File: src/rtl/dmem_arb_pkg.sv
// Shared types and defaults for the data-memory arbiter.
// Read-tag encoding routes returning RAM data to its issuing port.
package dmem_arb_pkg;

    localparam int ADDR_W_DEF = 6;
    localparam int DATA_W_DEF = 16;

    typedef enum logic [1:0] {
        TAG_NONE = 2'b00,
        TAG_CPU  = 2'b01,
        TAG_AUX  = 2'b10
    } rd_tag_e;

endpackage

File: src/rtl/sat_counter.sv
// Saturating up-counter with synchronous clear and count enable.
// Holds at LIMIT once reached until cleared.
module sat_counter #(
    parameter int WIDTH = 4,
    parameter int LIMIT = 15
) (
    input  logic             clk,
    input  logic             clr,
    input  logic             en,
    output logic [WIDTH-1:0] count
);

    localparam logic [WIDTH-1:0] LIM = WIDTH'(LIMIT);

    always_ff @(posedge clk) begin
        if (clr) begin
            count <= '0;
        end else if (en && (count != LIM)) begin
            count <= count + WIDTH'(1);
        end
    end

endmodule

File: src/rtl/dmem_arbiter.sv
// Data-RAM arbiter: CPU fixed priority, aux starvation guard, read-tag return path.
// Optional DMEM_ARB_PERF_EN adds stall / aux-wait saturating counters.
module dmem_arbiter
    import dmem_arb_pkg::*;
#(
    parameter int ADDR_W       = ADDR_W_DEF,
    parameter int DATA_W       = DATA_W_DEF,
    parameter int AUX_MAX_WAIT = 4
) (
    input  logic              clk,
    input  logic              rst,
    input  logic              cpu_rd_en,
    input  logic              cpu_wr_en,
    input  logic [ADDR_W-1:0] cpu_addr,
    input  logic [DATA_W-1:0] cpu_wdata,
    output logic              cpu_stall,
    output logic [DATA_W-1:0] cpu_rdata,
    output logic              cpu_rvalid,
    input  logic              aux_req,
    input  logic              aux_we,
    input  logic [ADDR_W-1:0] aux_addr,
    input  logic [DATA_W-1:0] aux_wdata,
    output logic              aux_gnt,
    output logic [DATA_W-1:0] aux_rdata,
    output logic              aux_rvalid,
    output logic              mem_rd_en,
    output logic              mem_wr_en,
    output logic [ADDR_W-1:0] mem_addr,
    output logic [DATA_W-1:0] mem_wdata,
    input  logic [DATA_W-1:0] mem_rdata
`ifdef DMEM_ARB_PERF_EN
    ,
    output logic [15:0]       perf_cpu_stall,
    output logic [15:0]       perf_aux_wait
`endif
);

    logic       cpu_active;
    logic       force_aux;
    logic       aux_win;
    logic       cpu_win;
    logic       aux_wait;
    logic [3:0] wait_cnt;
    rd_tag_e    rd_tag;
    rd_tag_e    rd_tag_nxt;

    assign cpu_active = cpu_rd_en | cpu_wr_en;
    assign force_aux  = aux_req & (wait_cnt == 4'(AUX_MAX_WAIT));

    // Nothing is granted while in reset so the RAM sees no access.
    assign aux_win = ~rst & aux_req & (force_aux | ~cpu_active);
    assign cpu_win = ~rst & cpu_active & ~aux_win;

    assign aux_gnt   = aux_win;
    assign cpu_stall = ~rst & cpu_active & ~cpu_win;
    assign aux_wait  = aux_req & ~aux_gnt;

    always_comb begin
        mem_rd_en  = 1'b0;
        mem_wr_en  = 1'b0;
        mem_addr   = '0;
        mem_wdata  = '0;
        rd_tag_nxt = TAG_NONE;
        if (aux_win) begin
            mem_rd_en = ~aux_we;
            mem_wr_en = aux_we;
            mem_addr  = aux_addr;
            mem_wdata = aux_wdata;
            if (!aux_we) rd_tag_nxt = TAG_AUX;
        end else if (cpu_win) begin
            // A simultaneous read is dropped in favour of the write.
            mem_rd_en = ~cpu_wr_en;
            mem_wr_en = cpu_wr_en;
            mem_addr  = cpu_addr;
            mem_wdata = cpu_wdata;
            if (!cpu_wr_en) rd_tag_nxt = TAG_CPU;
        end
    end

    always_ff @(posedge clk) begin
        if (rst) rd_tag <= TAG_NONE;
        else     rd_tag <= rd_tag_nxt;
    end

    assign cpu_rvalid = ~rst & (rd_tag == TAG_CPU);
    assign aux_rvalid = ~rst & (rd_tag == TAG_AUX);
    assign cpu_rdata  = mem_rdata;
    assign aux_rdata  = mem_rdata;

    sat_counter #(
        .WIDTH (4),
        .LIMIT (AUX_MAX_WAIT)
    ) u_wait_cnt (
        .clk   (clk),
        .clr   (rst | ~aux_wait),
        .en    (aux_wait),
        .count (wait_cnt)
    );

`ifdef DMEM_ARB_PERF_EN
    sat_counter #(
        .WIDTH (16),
        .LIMIT (65535)
    ) u_perf_stall (
        .clk   (clk),
        .clr   (rst),
        .en    (cpu_stall),
        .count (perf_cpu_stall)
    );

    sat_counter #(
        .WIDTH (16),
        .LIMIT (65535)
    ) u_perf_wait (
        .clk   (clk),
        .clr   (rst),
        .en    (aux_wait),
        .count (perf_aux_wait)
    );
`endif

endmodule

File: config.mk
export PLATFORM = sky130hd
export DESIGN_NAME = dmem_arbiter
export DESIGN_NICKNAME = d
export VERILOG_FILES = /design/src/rtl/dmem_arb_pkg.sv /design/src/rtl/sat_counter.sv /design/src/rtl/dmem_arbiter.sv
export SDC_FILE = /design/constraint.sdc
export NUM_CORES = 1
export LEC_CHECK = 0
export CORE_MARGIN = 1
export CORE_UTILIZATION = 26
export CTS_BUF_LIST = sky130_fd_sc_hd__clkbuf_16
export CTS_CLUSTER_DIAMETER = 50
export CTS_CLUSTER_SIZE = 40
export DETAILED_ROUTE_END_ITERATION = 10
export PLACE_DENSITY = 0.83
export SKIP_LAST_GASP = 1
export SYNTH_ARGS = -nofsm -noshare
export SYNTH_HDL_FRONTEND = slang
export SYNTH_SLANG_ARGS = --single-unit
File: constraint.sdc
create_clock -name clk -period 1.65 [get_ports clk]
set_input_delay 0.4125 -clock clk [delete_from_list [all_inputs] [get_ports clk]]
set_output_delay 0.4125 -clock clk [all_outputs]
set_load 0.05 [all_outputs]
==> results of run 1 <==
## metrics by stage
stage	cell area, sq um	hold WS [ns]	worst slack [ns]	instances
CTS	2520	0.509	-0.465	266
detailed placement	2280	0.503	-0.694	258
finish	2520	0.506	-0.451	266
global placement	2280	0.499	-0.654	258
global route	2520	0.539	-0.528	266
floorplan	1620	0.419	-0.267	149
## report_power, final
group / switching [mW] / internal (mW)
sequential: 0.00264 / 0.150
clock: 0.0857 / 0.312
combinational: 0.342 / 0.328
## worst max path at each step
stage / start / to
final: u_wait_cnt.count[1]$_SDFFE_PP0P_ / mem_wdata[15]
after global routing: u_wait_cnt.count[1]$_SDFFE_PP0P_ / mem_wdata[12]
after CTS: u_wait_cnt.count[1]$_SDFFE_PP0P_ / mem_wdata[4]
after detailed placement: aux_req / mem_addr[4]
after global placement: aux_req / mem_addr[0]
after floorplan: u_wait_cnt.count[1]$_SDFFE_PP0P_ / mem_addr[1]
## kinds of logic after synthesis
kind of cell / count (synthesis) / synth area share
XOR/XNOR: 1 / 0.00724
buffers and inverters: 68 / 0.330
adder cells (fa/ha/maj): 2 / 0.0207
flip-flops: 6 / 0.0993
AND/OR/NAND/NOR: 42 / 0.206
AO/OA/AOI/OAI: 30 / 0.337
## worst max-delay path, cell delays in order (launching register included)
cell and delay, ns:
dfxtp_2 0.31, inv_2 0.06, ha_4 0.15, nand4b_4 0.10
a21boi_4 0.19, buf_12 0.17, o32ai_4 0.26, buf_6 0.19
## state kept, by name, indices dropped and copies added (netlist names)
name,flops
u_wait_cnt.count,4
rd_tag,2
## routing by layer
metal,part of all wire,up-vias,wire length (um)
li1,-,605,-
met1,0.38,558,1340
met2,0.56,49,1980
met3,0.061,3,219
met4,0.0045,0,16
met5,0,-,0
## final cells by class
cell class	instances	area, sq um
fill	362	1890
sequential	6	123
timing repair buffer	104	1110
clock buffer	3	75.1
inverter	26	97.6
multi-input combinational	75	1050
tap	52	65.1
## repair_timing
action / in CTS / in global routing
setup buffers: 3 / 0
setup endpoints to repair: 26 / 26
pin swaps: 5 / 4
gates cloned: 2 / 0
resized for setup: 28 / 0
## cell usage in the layout (no fill, tap or decap), types with 2 or more instances in the layout
| cell type | Yosys | final |
|---|---|---|
| clkdlybuf4s50_1 | 0 | 45 |
| buf_4 | 34 | 28 |
| inv_1 | 26 | 24 |
| nand2b_1 | 22 | 22 |
| o32ai_4 | 2 | 22 |
| buf_6 | 2 | 18 |
| buf_12 | 0 | 8 |
| nand2_1 | 4 | 4 |
| dfxtp_1 | 6 | 4 |
| nor2_1 | 6 | 3 |
| clkbuf_16 | 0 | 3 |
| dlygate4sd2_1 | 0 | 3 |
| inv_2 | 0 | 2 |
| nor2_4 | 0 | 2 |
| nand3b_1 | 2 | 2 |
| nor3b_4 | 0 | 2 |
| nor3_1 | 2 | 2 |
| dfxtp_2 | 0 | 2 |
==> metrics.txt, run 1 <==
status=finished, violations left; failing checks=setup timing; met2 usage=0.276; cells after synthesis=~150; flop2flop setup slack=0.33 ns; nets@finish=between 200 and 300; CTS tree=yes; drt drc=0; syn_nets=around 220; clock-pin slew on the worst setup and hold paths=around 0.04 ns; max_slew headroom=0.785; post-synthesis cell type count=27; Core ar.=0.00441 sq mm; Die Ht=~70 um; Iter 0 DRT Violations=35; Crit Path Max Fanout=7; Setup Crit Path Kind=flop to primary output; Synth Flop Type=dfxtp_1; diodes inserted=0; fin crit period=2.10 ns; async set-reset flop share out of synthesis=0; Worst Hold Path EP=u_wait_cnt.count[0]$_SDFFE_PP0P_; Seq/Total Area, Yosys=0.0993; WP data required=1.24 ns; Max-cap violations=0; DR WL/cell=13.4 um; share of the synthesized area in the top cell type=0.215; Worst Skew=0.00463 ns; Post-DP HPWL=between 2000 and 3000 um; # IOs=126; Syn Std Cell Area=0.00121 sq mm; met1 usage=0.166; worst-case reg-to-reg path depth=8; largest area contributor in the netlist=o32ai_2; final clock period utilization by the worst path=1.27; die span in x=70.2 um; reg2reg end=u_wait_cnt.count[2]$_SDFFE_PP0P_; # rows=24; CP Capture Type=primary output; PwrDens=484 mW/mm^2; top area cells in the synthesized netlist=o32ai_2 22%, buf_4 21%, nand2b_1 11%; vias in the first global route=1334; crit path DAT=between 1.5 and 2 ns; Min-Delay Path Class=flop to flop; htree depth=1; grt ovf=0; clk sinks=6; LEAKAGE=0.986 nW; vias=1215; Routed WL=3560 um; setup TNS=-10.79 ns; gr usage total=0.150; cts hold-fix bufs=0; largest net degree at the start of global routing=28; Critical R2R Launch=u_wait_cnt.count[1]$_SDFFE_PP0P_; CP startpoint kind=flop; GR peak layer=met2; first-pass GRT wire length=between 6000 and 7000 um; Max IR drop VDD=around 0.35 mV; Post-DRT Antenna Nets=0; CTS buffer count=3; Final Total Pwr=1.22 mW; clock root buffer=clkbuf_16; share of post-route cells with drive strength above 1=0.449; antenna violations before repair=0; Initial Utilization=0.274; WHS Path Cells=2; die area=0.00493 sq mm; most frequent cells after synthesis=34 x buf_4, 26 x inv_1, 22 x nand2b_1; RSZ-0062 raised after global routing=true; DR pass1 iterations=4; f_max=0.476 GHz; via-per-instance ratio=4.57; most frequent cell after synthesis=buf_4; max-slew violation count=0; Seq cells post-synth=6; Ys Warns=0; GRT met3 Usage=0.0505; Area Overhead vs Synth=108%; worst setup margin=-0.451 ns; Tightest Pin Transition=around 0.32 ns; Final setup viols=26; GPL Wtd Cong=between 0.7 and 0.8; clock buffer depth=2; HP Start=u_wait_cnt.count[0]$_SDFFE_PP0P_; Mean Syn Cell Area=8.12 sq um; number of port buffers=77; final hold vios=0; Post-synth EDFFs=0; Final Core Density=0.571; clk_lat worst skew=between 0.2 and 0.25 ns
(Power assumes the default switching activity.)
==> inputs of run 2 (changes only) <==
HOLD_SLACK_MARGIN = 0.05   (was default)
==> results of run 2 <==
Same layout as run 1: the final DEF is identical, and so are final timing and power.
